`src/rtl/mem_req_sequencer.sv`:
```
// rtl/mem_req_sequencer.sv - read/write/fill request front-end for the 32x32 register memory
// Optional feature: READBACK_VERIFY_EN (write followed by read-back compare).
module mem_req_sequencer #(
    parameter int DATA_W   = 32,
    parameter int ADDR_W   = 5,
    parameter int READ_LAT = 2
) (
    input  logic              clk,
    input  logic              reset,
    input  logic              req_valid,
    output logic              req_ready,
    input  logic [1:0]        req_op,
    input  logic [ADDR_W-1:0] req_addr,
    input  logic [DATA_W-1:0] req_data,
    output logic              rsp_valid,
    output logic [DATA_W-1:0] rsp_data,
    output logic              rsp_err,
    output logic              busy,
    output logic              mem_we,
    output logic              mem_mode,
    output logic [ADDR_W-1:0] mem_addr,
    output logic [DATA_W-1:0] mem_wdata,
    input  logic [DATA_W-1:0] mem_rdata
);
    localparam int DEPTH = 1 << ADDR_W;
    localparam int CNT_W = $clog2(READ_LAT + 1);

    localparam logic [1:0] OP_RD   = 2'b00;
    localparam logic [1:0] OP_WR   = 2'b01;
    localparam logic [1:0] OP_FILL = 2'b10;

`ifdef READBACK_VERIFY_EN
    typedef enum logic [2:0] {IDLE, WR, RD_WAIT, FILL, VFY} state_t;
`else
    typedef enum logic [2:0] {IDLE, WR, RD_WAIT, FILL} state_t;
`endif

    state_t            state, state_d;
    logic [CNT_W-1:0]  lat_cnt;
    logic [ADDR_W:0]   fill_addr;
    logic [ADDR_W:0]   fill_cnt;
    logic              accept, lat_done, fill_done;

    assign req_ready = (state == IDLE) && !reset;
    assign busy      = (state != IDLE);

    always_comb begin
        state_d   = state;
        accept    = req_valid && req_ready;
        lat_done  = (lat_cnt == CNT_W'(READ_LAT));
        fill_done = (fill_addr == (ADDR_W+1)'(DEPTH));
        case (state)
            IDLE: begin
                // Reserved op is answered straight from IDLE so back-to-back still holds.
                if (accept) begin
                    case (req_op)
                        OP_RD:   state_d = RD_WAIT;
                        OP_WR:   state_d = WR;
                        OP_FILL: state_d = FILL;
                        default: state_d = IDLE;
                    endcase
                end
            end
`ifdef READBACK_VERIFY_EN
            WR:      state_d = VFY;
            VFY:     if (lat_done) state_d = IDLE;
`else
            WR:      state_d = IDLE;
`endif
            RD_WAIT: if (lat_done) state_d = IDLE;
            FILL:    if (fill_done) state_d = IDLE;
            default: state_d = IDLE;
        endcase
    end

    always_ff @(posedge clk) begin
        if (reset) begin
            state     <= IDLE;
            rsp_valid <= 1'b0;
            rsp_data  <= '0;
            rsp_err   <= 1'b0;
            mem_we    <= 1'b0;
            mem_mode  <= 1'b0;
            mem_addr  <= '0;
            mem_wdata <= '0;
            lat_cnt   <= '0;
            fill_addr <= '0;
            fill_cnt  <= '0;
        end else begin
            state     <= state_d;
            rsp_valid <= 1'b0;
            rsp_err   <= 1'b0;
            rsp_data  <= '0;
            case (state)
                IDLE: begin
                    if (accept) begin
                        mem_addr <= req_addr;
                        case (req_op)
                            OP_RD: begin
                                mem_we   <= 1'b0;
                                mem_mode <= 1'b0;
                                lat_cnt  <= '0;
                            end
                            OP_WR: begin
                                mem_we    <= 1'b1;
                                mem_mode  <= 1'b1;
                                mem_wdata <= req_data;
                            end
                            OP_FILL: begin
                                mem_we    <= 1'b1;
                                mem_mode  <= 1'b1;
                                mem_wdata <= req_data;
                                fill_addr <= {1'b0, req_addr} + (ADDR_W+1)'(1);
                                fill_cnt  <= (ADDR_W+1)'(1);
                            end
                            default: begin
                                rsp_valid <= 1'b1;
                                rsp_err   <= 1'b1;
                            end
                        endcase
                    end
                end
                WR: begin
                    mem_we   <= 1'b0;
                    mem_mode <= 1'b0;
`ifdef READBACK_VERIFY_EN
                    lat_cnt  <= '0;
`else
                    rsp_valid <= 1'b1;
`endif
                end
                RD_WAIT: begin
                    if (lat_done) begin
                        rsp_valid <= 1'b1;
                        rsp_data  <= mem_rdata;
                    end else begin
                        lat_cnt <= lat_cnt + CNT_W'(1);
                    end
                end
`ifdef READBACK_VERIFY_EN
                // mem_wdata still holds the written word for the compare.
                VFY: begin
                    if (lat_done) begin
                        rsp_valid <= 1'b1;
                        rsp_data  <= mem_rdata;
                        rsp_err   <= (mem_rdata != mem_wdata);
                    end else begin
                        lat_cnt <= lat_cnt + CNT_W'(1);
                    end
                end
`endif
                FILL: begin
                    if (fill_done) begin
                        mem_we    <= 1'b0;
                        mem_mode  <= 1'b0;
                        rsp_valid <= 1'b1;
                        rsp_data  <= {{(DATA_W-ADDR_W-1){1'b0}}, fill_cnt};
                    end else begin
                        mem_addr  <= fill_addr[ADDR_W-1:0];
                        fill_addr <= fill_addr + (ADDR_W+1)'(1);
                        fill_cnt  <= fill_cnt + (ADDR_W+1)'(1);
                    end
                end
                default: begin
                    mem_we   <= 1'b0;
                    mem_mode <= 1'b0;
                end
            endcase
        end
    end
endmodule

```
`config.mk`:
```
export PLATFORM = sky130hd
export DESIGN_NAME = mem_req_sequencer
export DESIGN_NICKNAME = d
export VERILOG_FILES = /design/src/rtl/mem_req_sequencer.sv
export SDC_FILE = /design/constraint.sdc
export NUM_CORES = 1
export LEC_CHECK = 0
export CAP_MARGIN = 10
export CORE_MARGIN = 3
export CORE_UTILIZATION = 42
export DETAILED_ROUTE_END_ITERATION = 7
export GPL_TIMING_DRIVEN = 0
export PLACE_DENSITY_LB_ADDON = 0.08
export SLEW_MARGIN = 20
export SYNTH_ARGS = -nofsm -noshare
export SYNTH_HDL_FRONTEND = slang
export SYNTH_SLANG_ARGS = --single-unit
```
`constraint.sdc`:
```
create_clock -name clk -period 2.46 [get_ports clk]
set_input_delay 0.246 -clock clk [delete_from_list [all_inputs] [get_ports clk]]
set_output_delay 0.246 -clock clk [all_outputs]
set_load 0.02 [all_outputs]
```
==> qor.txt, run 1 <==
Share of cells above drive strength 1 - 0.07455
Worst-margin pin slew - 0.6746 ns
Util after Layout - 0.6680
CP Launch Point - state[1]$_SDFFE_PP0P_
FF-to-FF path depth - 6
GRT busiest layer - met2
Worst skew pair latency - 0.35 ns
Met3 Use GR - 0.05912
CP max stage cell - clkdlybuf4s50_1
H-Tree Level Count - 3
HP Start - reset
Hold Path Stages - 3
Worst hold path class - in -> reg
Overflow after GRT - 0
Port buffer count - 147
Sw frac - 0.2597
Antenna violation net count after detailed routing - 0
Combinational share of power - 0.138
Final period utilization - 0.8241
Largest stage delay, worst path - 0.61 ns
Clock Tree Root - clkbuf_8
Kind of critical path - reg -> out
Slew HR - 0.5482
Largest net degree at the start of global routing - 17
Fin. Hold Viols - 0
Crit start category - flip-flop
Seq pwr share - 0.528
P_sw - 0.0007274 W
Worst path bufs/invs - 3
Most frequent CP cell - nor2_1
Hold_buf cts - 0
Final slew viol count - 0
# DRC - 0
Placer Congestion - 0.8983
CTS Sinks - 88
Post-route setup slack - 0.4327 ns
Final Setup Violations - 0
Met1 usage - 0.2306
Die area - 9353 um^2
CTS tree - done
Max IR drop VDD - 0.3314 mV
Post-CTS Resized - 0
Clock Pin Slew Worst Setup and Hold Paths - 0.09 ns
Area occupied by multi-input gates - 1514 um^2
TritonRoute pass-1 iters - 4
Pre-CTS setup slack - 0.3791 ns
# IOs - 149
Die width - 96.71 um
Top delay family on crit path - buffers and inverters
Post-Syn Area - 3456 um^2
RSZ-0062 raised after global routing - no
# Max-Cap Violations - 0
Post-synth EDFFs - 0
Vias per std cell - 5.002
Total setup buffers inserted after CTS - 0
CTS buffer count - 9
Iteration-0 DRC Markers - 137
Die Ht - 96.71 um
Post-Route Setup TNS - 0 ns
Post-Route WL - 9155 um
Tmin final - 2.027 ns
Area growth syn-to-layout - 51.70%
Crit Path Max Fanout - 7
Core Footprint - 7848 um^2
Reg2Reg Launch Point - state[0]$_SDFFE_PP0P_
DP Area - 5055 um^2
Via count - 3,261
WP depth - 5
Pwr per Cell Area - 534.3 nW/um^2
Final HPWL from detailed placement - 6923 um
Fmax - 493.3 MHz
Register area - 1762 um^2
CTS Buffer Depth - 2
Leakage - 2.044 nW
Total GRT Usage - 0.1985
Vias in the first global route - 3,367
Outcome - finished, final reports clean
Pint - 0.002073 W
Crit. End Element - primary output
Part of the power in the clock network - 0.335
Initial Utilization - 0.4404
Site row count - 32
Post-Syn Area per Cell - 8.930 um^2
Ys async rst share - 0
Final Skew - 0.01177 ns
Final Net Count - 626
CP required - 2.21 ns
First-pass GRT wire length - 15,400 um
Yosys reg bits - 88
Unique masters post-synth - 40
CP Cell Sequence - buf_6 > nor2_1 > inv_1 > nor2_1 > clkdlybuf4s50_1
Sequential area share after synthesis - 0.5098
Prevailing post-synth register cell - dfxtp_1
Net Count, Synth - 468
Cell area after layout - 5243 um^2
Met2 usage - 0.3376
DR WL/cell - 14.04 um
ANT cells - 0
Mapped Cells - 387
Initial antenna violation count - 0
Filler cell count - 689
Worst EP arrival - 1.78 ns
Syn. warnings - 0
Pwr Total - 0.002801 W
## cells in the mapped netlist, types with 5 or more instances
cell type / count / area share
a21o_1: 5 / 0.011
nand4_1: 5 / 0.0091
nor3_1: 9 / 0.013
inv_1: 6 / 0.0065
nand3_1: 7 / 0.010
ha_1: 7 / 0.025
and2_1: 5 / 0.0091
nand2_1: 79 / 0.086
mux2i_1: 7 / 0.020
clkbuf_1: 15 / 0.016
and3_1: 27 / 0.049
nand2b_1: 6 / 0.011
nor2_1: 17 / 0.018
buf_2: 9 / 0.013
a22oi_1: 6 / 0.013
dfxtp_1: 88 / 0.51
a21oi_1: 43 / 0.062
o21ai_0: 5 / 0.0072
## tightest hold or removal path, cell delays in order
cell and delay (ns):
buf_2 0.22, a21o_1 0.11, mux2i_1 0.05
## final cells by class
type / instances / share of cell area
Timing Repair Buffer: 147 / 0.2807
Inverter: 6 / 0.004296
Buffer: 30 / 0.03007
Clock buffer: 10 / 0.02625
Tap cell: 102 / 0.02434
Sequential cell: 88 / 0.3360
Multi-Input combinational cell: 263 / 0.2888
Clock inverter: 6 / 0.009547
## registers in the layout, indices dropped and copies added (netlist names)
register   cells
fill_addr      6
fill_cnt       6
lat_cnt        2
mem_addr       5
mem_mode       1
mem_wdata     32
rsp_data      32
rsp_err        1
rsp_valid      1
state          2
## path summary, 6_finish.rpt
path | to | slack, ns
setup / recovery | req_ready | 0.43
hold / removal | fill_addr[5]$_SDFFE_PP0P_ | 0.35
setup reg to reg | fill_addr[2]$_SDFFE_PP0P_ | 0.55
hold reg to reg | mem_wdata[31]$_SDFFE_PP0P_ | 0.46
## kinds of logic after synthesis
kind of cell / share of synthesized area
DFF: 0.5098
and+or+nand+nor: 0.2390
AOI/OAI and AO/OA: 0.1437
muxes: 0.03005
buffers and inverters: 0.05213
adders and majority gates: 0.02534
## power groups by stage
stage / clock network, W / registers (W) / logic [W]
final: 0.000937 / 0.00148 / 0.000386
after global routing: 0.00102 / 0.00148 / 0.000420
after CTS: 0.000969 / 0.00148 / 0.000389
after detailed placement: 0 / 0.00151 / 0.000387
after global placement: 0 / 0.00151 / 0.000383
after floorplan: 0 / 0.00154 / 0.000134
## metrics by stage
stage	hold WS [ns]	instances
5_1_grt	0.3745	652
2_1_floorplan	0.3820	387
3_5_place_dp	0.4457	636
4_1_cts	0.3160	652
3_3_place_gp	0.4410	636
6_report	0.3451	652
## layer usage
layer | vias to the layer above | part of all wire
li1 | 1650 | -
met1 | 1478 | 0.43
met2 | 119 | 0.47
met3 | 14 | 0.077
met4 | 0 | 0.019
met5 | - | 0
## cell usage in the layout (no fill, tap or decap), types with 3 or more instances in the layout
cell             instances
inv_1                    6
o2111ai_1                4
buf_4                    3
mux2i_1                  7
nor3_1                   9
and3_1                  27
nand3_1                  7
a22oi_1                  6
ha_1                     7
nand4_1                  5
nor2_1                  17
buf_6                    3
a211oi_1                 4
a21o_1                   5
mux2_2                   3
nand2b_1                 6
and2_1                   5
clkbuf_8                10
nand2_1                 79
a21oi_1                 43
clkdlybuf4s50_1        147
buf_2                    9
o21ai_0                  5
a31oi_1                  3
clkbuf_1                15
dfxtp_1                 88
Power figures use the tool's default switching activity.
==> run 2, diff against run 1 <==
Clock period 2.46 ns to 2 ns, I/O delays scaled along.
==> qor.txt, run 2 (synthesis gave the netlist of run 1 again) <==
Kind of critical path - reg -> reg
Cell area after layout - 5248 um^2 (about the same)
# Max-Cap Violations - 0 (unchanged)
Outcome - finished, final reports clean
Via count - 3,281 (+0.61%)
# DRC - 0 (unchanged)
Vias per std cell - 5.032 (+0.61%)
Area growth syn-to-layout - 51.85% (about the same)
CP required - 2.23 ns (+0.02 ns)
Commonest non-fill, non-tap cell in the layout - clkdlybuf4s50_1
Crit Path Max Fanout - 9 (+2)
Antenna violation net count after detailed routing - 0 (unchanged)
Final period utilization - 0.9180
Core Footprint - 7848 um^2 (unchanged)
Crit. End Element - flip-flop
Hold_buf cts - 0 (unchanged)
Largest net degree at the start of global routing - 17 (unchanged)
Final Setup Violations - 0 (unchanged)
Iteration-0 DRC Markers - 137 (unchanged)
Inst Count DP - 636 (unchanged)
Placer Congestion - 0.8983 (unchanged)
Worst hold path class - in -> reg
DR WL/cell - 14.11 um (+0.46%)
Overflow after GRT - 0 (unchanged)
Final slew viol count - 0 (unchanged)
Leakage - 2.060 nW (+0.79%)
Die area - 9353 um^2 (unchanged)
CTS Sinks - 88 (unchanged)
Final Skew - 0.01260 ns (+0.0008309 ns)
DP Area - 5055 um^2 (unchanged)
Final Net Count - 626 (unchanged)
Filler cell count - 690 (+0.15%)
CTS Buffer Depth - 2 (unchanged)
Tmin final - 1.836 ns
Post-Route WL - 9197 um (+0.46%)
TritonRoute pass-1 iters - 4 (unchanged)
Vias in the first global route - 3,367 (unchanged)
RSZ-0062 raised after global routing - no
Crit start category - flip-flop
Port buffer count - 147 (unchanged)
Pwr per Cell Area - 657.6 nW/um^2 (+23%)
CP max stage cell - mux2_2
Initial antenna violation count - 0 (unchanged)
Total GRT Usage - 0.1985 (unchanged)
Share of cells above drive strength 1 - 0.07636 (+0.001818)
# IOs - 149 (unchanged)
Fmax - 544.6 MHz
Slew HR - 0.5515 (+0.003325)
Fin. Hold Viols - 0 (unchanged)
Site row count - 32 (unchanged)
CP Cell Sequence - buf_6 > nand2_4 > mux2_2 > ha_1 > nor3b_1 > a211oi_1 > o32ai_1
Fin cells - 652 (unchanged)
Die Ht - 96.71 um (unchanged)
Largest stage delay, worst path - 0.40 ns (-0.21 ns)
ANT cells - 0 (unchanged)
First-pass GRT wire length - 15,400 um (unchanged)
Largest registers - mem_wdata x32, rsp_data x32
H-Tree Level Count - 3 (unchanged)
Initial Utilization - 0.4404 (unchanged)
Worst EP arrival - 2.07 ns (+0.29 ns)
CTS buffer count - 9 (unchanged)
Clock Tree Root - clkbuf_8
CTS tree - done
Post-Route Setup TNS - 0 ns (unchanged)
Most frequent cells in the layout - 146 x clkdlybuf4s50_1, 87 x dfxtp_1, 79 x nand2_1
Final HPWL from detailed placement - 6923 um (unchanged)
Worst skew pair latency - 0.35 ns (about the same)
Clock Pin Slew Worst Setup and Hold Paths - 0.10 ns (about the same)
Util after Layout - 0.6687 (about the same)
Die width - 96.71 um (unchanged)
Final hold slack - 0.2965 ns (-0.04859 ns)
Worst-margin pin slew - 0.6696 ns (-0.004965 ns)
Max IR drop VDD - 0.4077 mV (+23%)
## run 2: report_power, final
part	internal (W)	switching, W
sequential	0.00179	0.0000260
combinational	0.000259	0.000215
clock	0.000498	0.000660
## run 2: metrics by stage
step,setup WS [ns],total power [W]
6_report,0.1639,0.003451
5_1_grt,0.04126,0.003592
3_3_place_gp,-0.02770,0.002328
4_1_cts,0.08906,0.003487
3_5_place_dp,-0.03490,0.002335
2_1_floorplan,0.2714,0.002065
## run 2: per-layer routing
layer | GRT usage | vias to the layer above | wire, um
met5 | 0 | - | 0
met4 | 0.08639 | 0 | 182
met3 | 0.05912 | 16 | 722
met2 | 0.3376 | 128 | 4321
met1 | 0.2306 | 1483 | 3971
li1 | - | 1654 | -
## run 2: path summary, 6_finish.rpt
check                             start  cells after the start  slack (ns)                          to
min reg2reg  mem_wdata[31]$_SDFFE_PP0P_                      2        0.46  mem_wdata[31]$_SDFFE_PP0P_
max               state[1]$_SDFFE_PP0P_                      7        0.16   fill_addr[2]$_SDFFE_PP0P_
min                               reset                      3        0.30   fill_addr[5]$_SDFFE_PP0P_
max reg2reg       state[1]$_SDFFE_PP0P_                      7        0.16   fill_addr[2]$_SDFFE_PP0P_
## run 2: cell type report
type | instances | area, um^2 | share of cell area
Clock inverter | 6 | 50.05 | 0.009537
Multi-Input combinational cell | 263 | 1519 | 0.2895
Inverter | 6 | 22.52 | 0.004292
Tap cell | 102 | 127.6 | 0.02432
Clock buffer | 10 | 137.6 | 0.02623
Buffer | 30 | 157.7 | 0.03004
Sequential cell | 88 | 1763 | 0.3360
Timing Repair Buffer | 147 | 1470 | 0.2802
## run 2: worst max-delay path, delay by kind of cell, from the launching register on
kind            cells  cell delay (ns)
compound gates      2             0.33
flops               1             0.32
fa+ha+maj           1             0.26
buf+inv             1             0.13
simple gates        2             0.28
mux                 1             0.40
## run 2: timing repair
action,in CTS,in global routing
pin swaps,0,0
resized for setup,1,2
setup endpoints to repair,1,1
setup buffers,0,0
==> run 3, diff against run 2 <==
Settings changed: CELL_PAD_IN_SITES_DETAIL_PLACEMENT from default to 1, CELL_PAD_IN_SITES_GLOBAL_PLACEMENT from default to 1, CORE_UTILIZATION 42 to 30.
==> qor.txt, run 3 (synthesis gave the netlist of run 1 again) <==
Outcome - finished, final reports clean
Largest registers - mem_wdata x32, rsp_data x32
Initial Utilization - 0.3133 (-0.1271)
Die area - 12,840 um^2 (+37%)
FF-to-FF path depth - 7 (unchanged)
Post-Route WL - 11,110 um (+21%)
Leakage - 2.103 nW (+2.1%)
Worst hold path class - in -> reg
Final hold slack - 0.3001 ns (+0.003577 ns)
Max IR drop VDD - 0.3900 mV (-4.3%)
Total GRT Usage - 0.1727 (-0.02576)
Combinational share of power - 0.128 (-0.009)
TritonRoute pass-1 iters - 4 (unchanged)
Tmin final - 1.862 ns (+0.02573 ns)
CP max stage cell - mux2_2
Post-CTS Resized - 2 (+1)
Filler cell count - 1,291 (+87%)
Port buffer count - 147 (unchanged)
Vias per std cell - 4.843 (-3.8%)
Core Footprint - 11,030 um^2 (+41%)
Hold_buf cts - 0 (unchanged)
Placer Congestion - 0.7920 (-12%)
Part of the power in the clock network - 0.397 (+0.061)
Iteration-0 DRC Markers - 118 (-14%)
Sw frac - 0.2450 (-0.01616)
Seq pwr share - 0.476 (-0.051)
Antenna violation net count after detailed routing - 0 (unchanged)
Pint - 0.002890 W (+13%)
Die Ht - 113.3 um (+17%)
Slew HR - 0.4495 (-0.1020)
Fmax - 537.1 MHz (-1.4%)
CTS tree - done
Final Net Count - 626 (unchanged)
Commonest non-fill, non-tap cell in the layout - clkdlybuf4s50_1
Crit Path Max Fanout - 9 (unchanged)
Pre-CTS setup slack - -0.1545 ns (-0.1196 ns)
Register area - 1763 um^2 (unchanged)
CTS Sinks - 88 (unchanged)
Post-route setup slack - 0.1382 ns (-0.02573 ns)
Most frequent cells in the layout - 146 x clkdlybuf4s50_1, 87 x dfxtp_1, 79 x nand2_1
Hold Path Stages - 3 (unchanged)
Crit start category - flip-flop
Total setup buffers inserted after CTS - 0 (unchanged)
Via count - 3,337 (+1.7%)
Clock Pin Slew Worst Setup and Hold Paths - 0.06 ns (-0.04 ns)
Kind of critical path - reg -> reg
# IOs - 149 (unchanged)
Crit. End Element - flip-flop
CP Cell Sequence - buf_6 > nand2_4 > mux2_2 > ha_2 > nor3b_1 > a211oi_1 > o32ai_1
Worst EP arrival - 2.06 ns (about the same)
Final slew viol count - 0 (unchanged)
CTS buffer count - 9 (unchanged)
Vias in the first global route - 3,552 (+5.5%)
Overflow after GRT - 0 (unchanged)
Largest stage delay, worst path - 0.40 ns (about the same)
# Max-Cap Violations - 0 (unchanged)
ANT cells - 0 (unchanged)
Worst-margin pin slew - 0.8219 ns (+0.1523 ns)
Final Skew - 0.003793 ns (-0.008804 ns)
# DRC - 0 (unchanged)
P_sw - 0.0009377 W (+4.1%)
CP required - 2.20 ns (-0.03 ns)
RSZ-0062 raised after global routing - no
CTS Buffer Depth - 2 (unchanged)
Initial antenna violation count - 0 (unchanged)
H-Tree Level Count - 3 (unchanged)
Share of cells above drive strength 1 - 0.07650 (+0.0001391)
DR WL/cell - 16.13 um (+14%)
Site row count - 38 (+19%)
Final period utilization - 0.9309 (+0.01287)
Area growth syn-to-layout - 55.65%
Area occupied by multi-input gates - 1524 um^2 (+0.33%)
First-pass GRT wire length - 17,680 um (+15%)
Final Setup Violations - 0 (unchanged)
Pwr per Cell Area - 711.6 nW/um^2 (+8.2%)
Fin. Hold Viols - 0 (unchanged)
Worst skew pair latency - 0.34 ns (about the same)
Clock Tree Root - clkbuf_16
Die width - 113.3 um (+17%)
Final HPWL from detailed placement - 8381 um (+21%)
Largest net degree at the start of global routing - 15 (-2)
[run 3: through the flow]
| step | power [W] | instances | instance area (um^2) | TNS (ns) | utilization |
|---|---|---|---|---|---|
| after detailed placement | 0.002350 | 674 | 5102 | -3.509 | 0.4626 |
| after CTS | 0.003894 | 689 | 5371 | 0 | 0.4870 |
| after floorplan | 0.002065 | 387 | 3456 | 0 | - |
| after global routing | 0.004003 | 689 | 5379 | 0 | 0.4876 |
| after global placement | 0.002340 | 674 | 5102 | -2.587 | 0.4626 |
| final | 0.003827 | 689 | 5379 | 0 | 0.4876 |
[run 3: path summary, 6_finish.rpt]
kind                                   start                          to  slack (ns)
setup / recovery       state[1]$_SDFFE_PP0P_   fill_addr[2]$_SDFFE_PP0P_        0.14
hold / removal                         reset   fill_addr[5]$_SDFFE_PP0P_        0.30
setup reg to reg       state[1]$_SDFFE_PP0P_   fill_addr[2]$_SDFFE_PP0P_        0.14
hold reg to reg   mem_wdata[21]$_SDFFE_PP0P_  mem_wdata[21]$_SDFFE_PP0P_        0.45
[run 3: per-layer routing]
metal | vias up | track usage | part of all wire
met5 | - | 0 | 0
met4 | 0 | 0.06731 | 0.020
met3 | 14 | 0.05080 | 0.065
met2 | 99 | 0.2934 | 0.48
met1 | 1577 | 0.2049 | 0.43
li1 | 1647 | - | -
[run 3: area by class of cell]
class	count	area share
sequential	88	0.3278
inverter	6	0.004187
tap	140	0.03257
clock inverter	5	0.006281
clock buffer	10	0.04257
buffer	30	0.02931
multi-input combinational	263	0.2833
timing repair buffer	147	0.2740
[run 3: power groups by stage]
stage	Clock [W]	Sequential [W]	Combinational [W]
floorplan	0	0.00190	0.000165
global placement	0	0.00186	0.000483
detailed placement	0	0.00186	0.000490
CTS	0.00158	0.00182	0.000494
global route	0.00165	0.00183	0.000530
finish	0.00152	0.00182	0.000488
[run 3: critical path, delay by kind of cell, from the launching register on]
| kind | cells | cell delay (ns) |
|---|---|---|
| adders and majority gates | 1 | 0.23 |
| AOI/OAI and AO/OA | 2 | 0.37 |
| muxes | 1 | 0.40 |
| and+or+nand+nor | 2 | 0.28 |
| buffers and inverters | 1 | 0.13 |
| DFF | 1 | 0.31 |
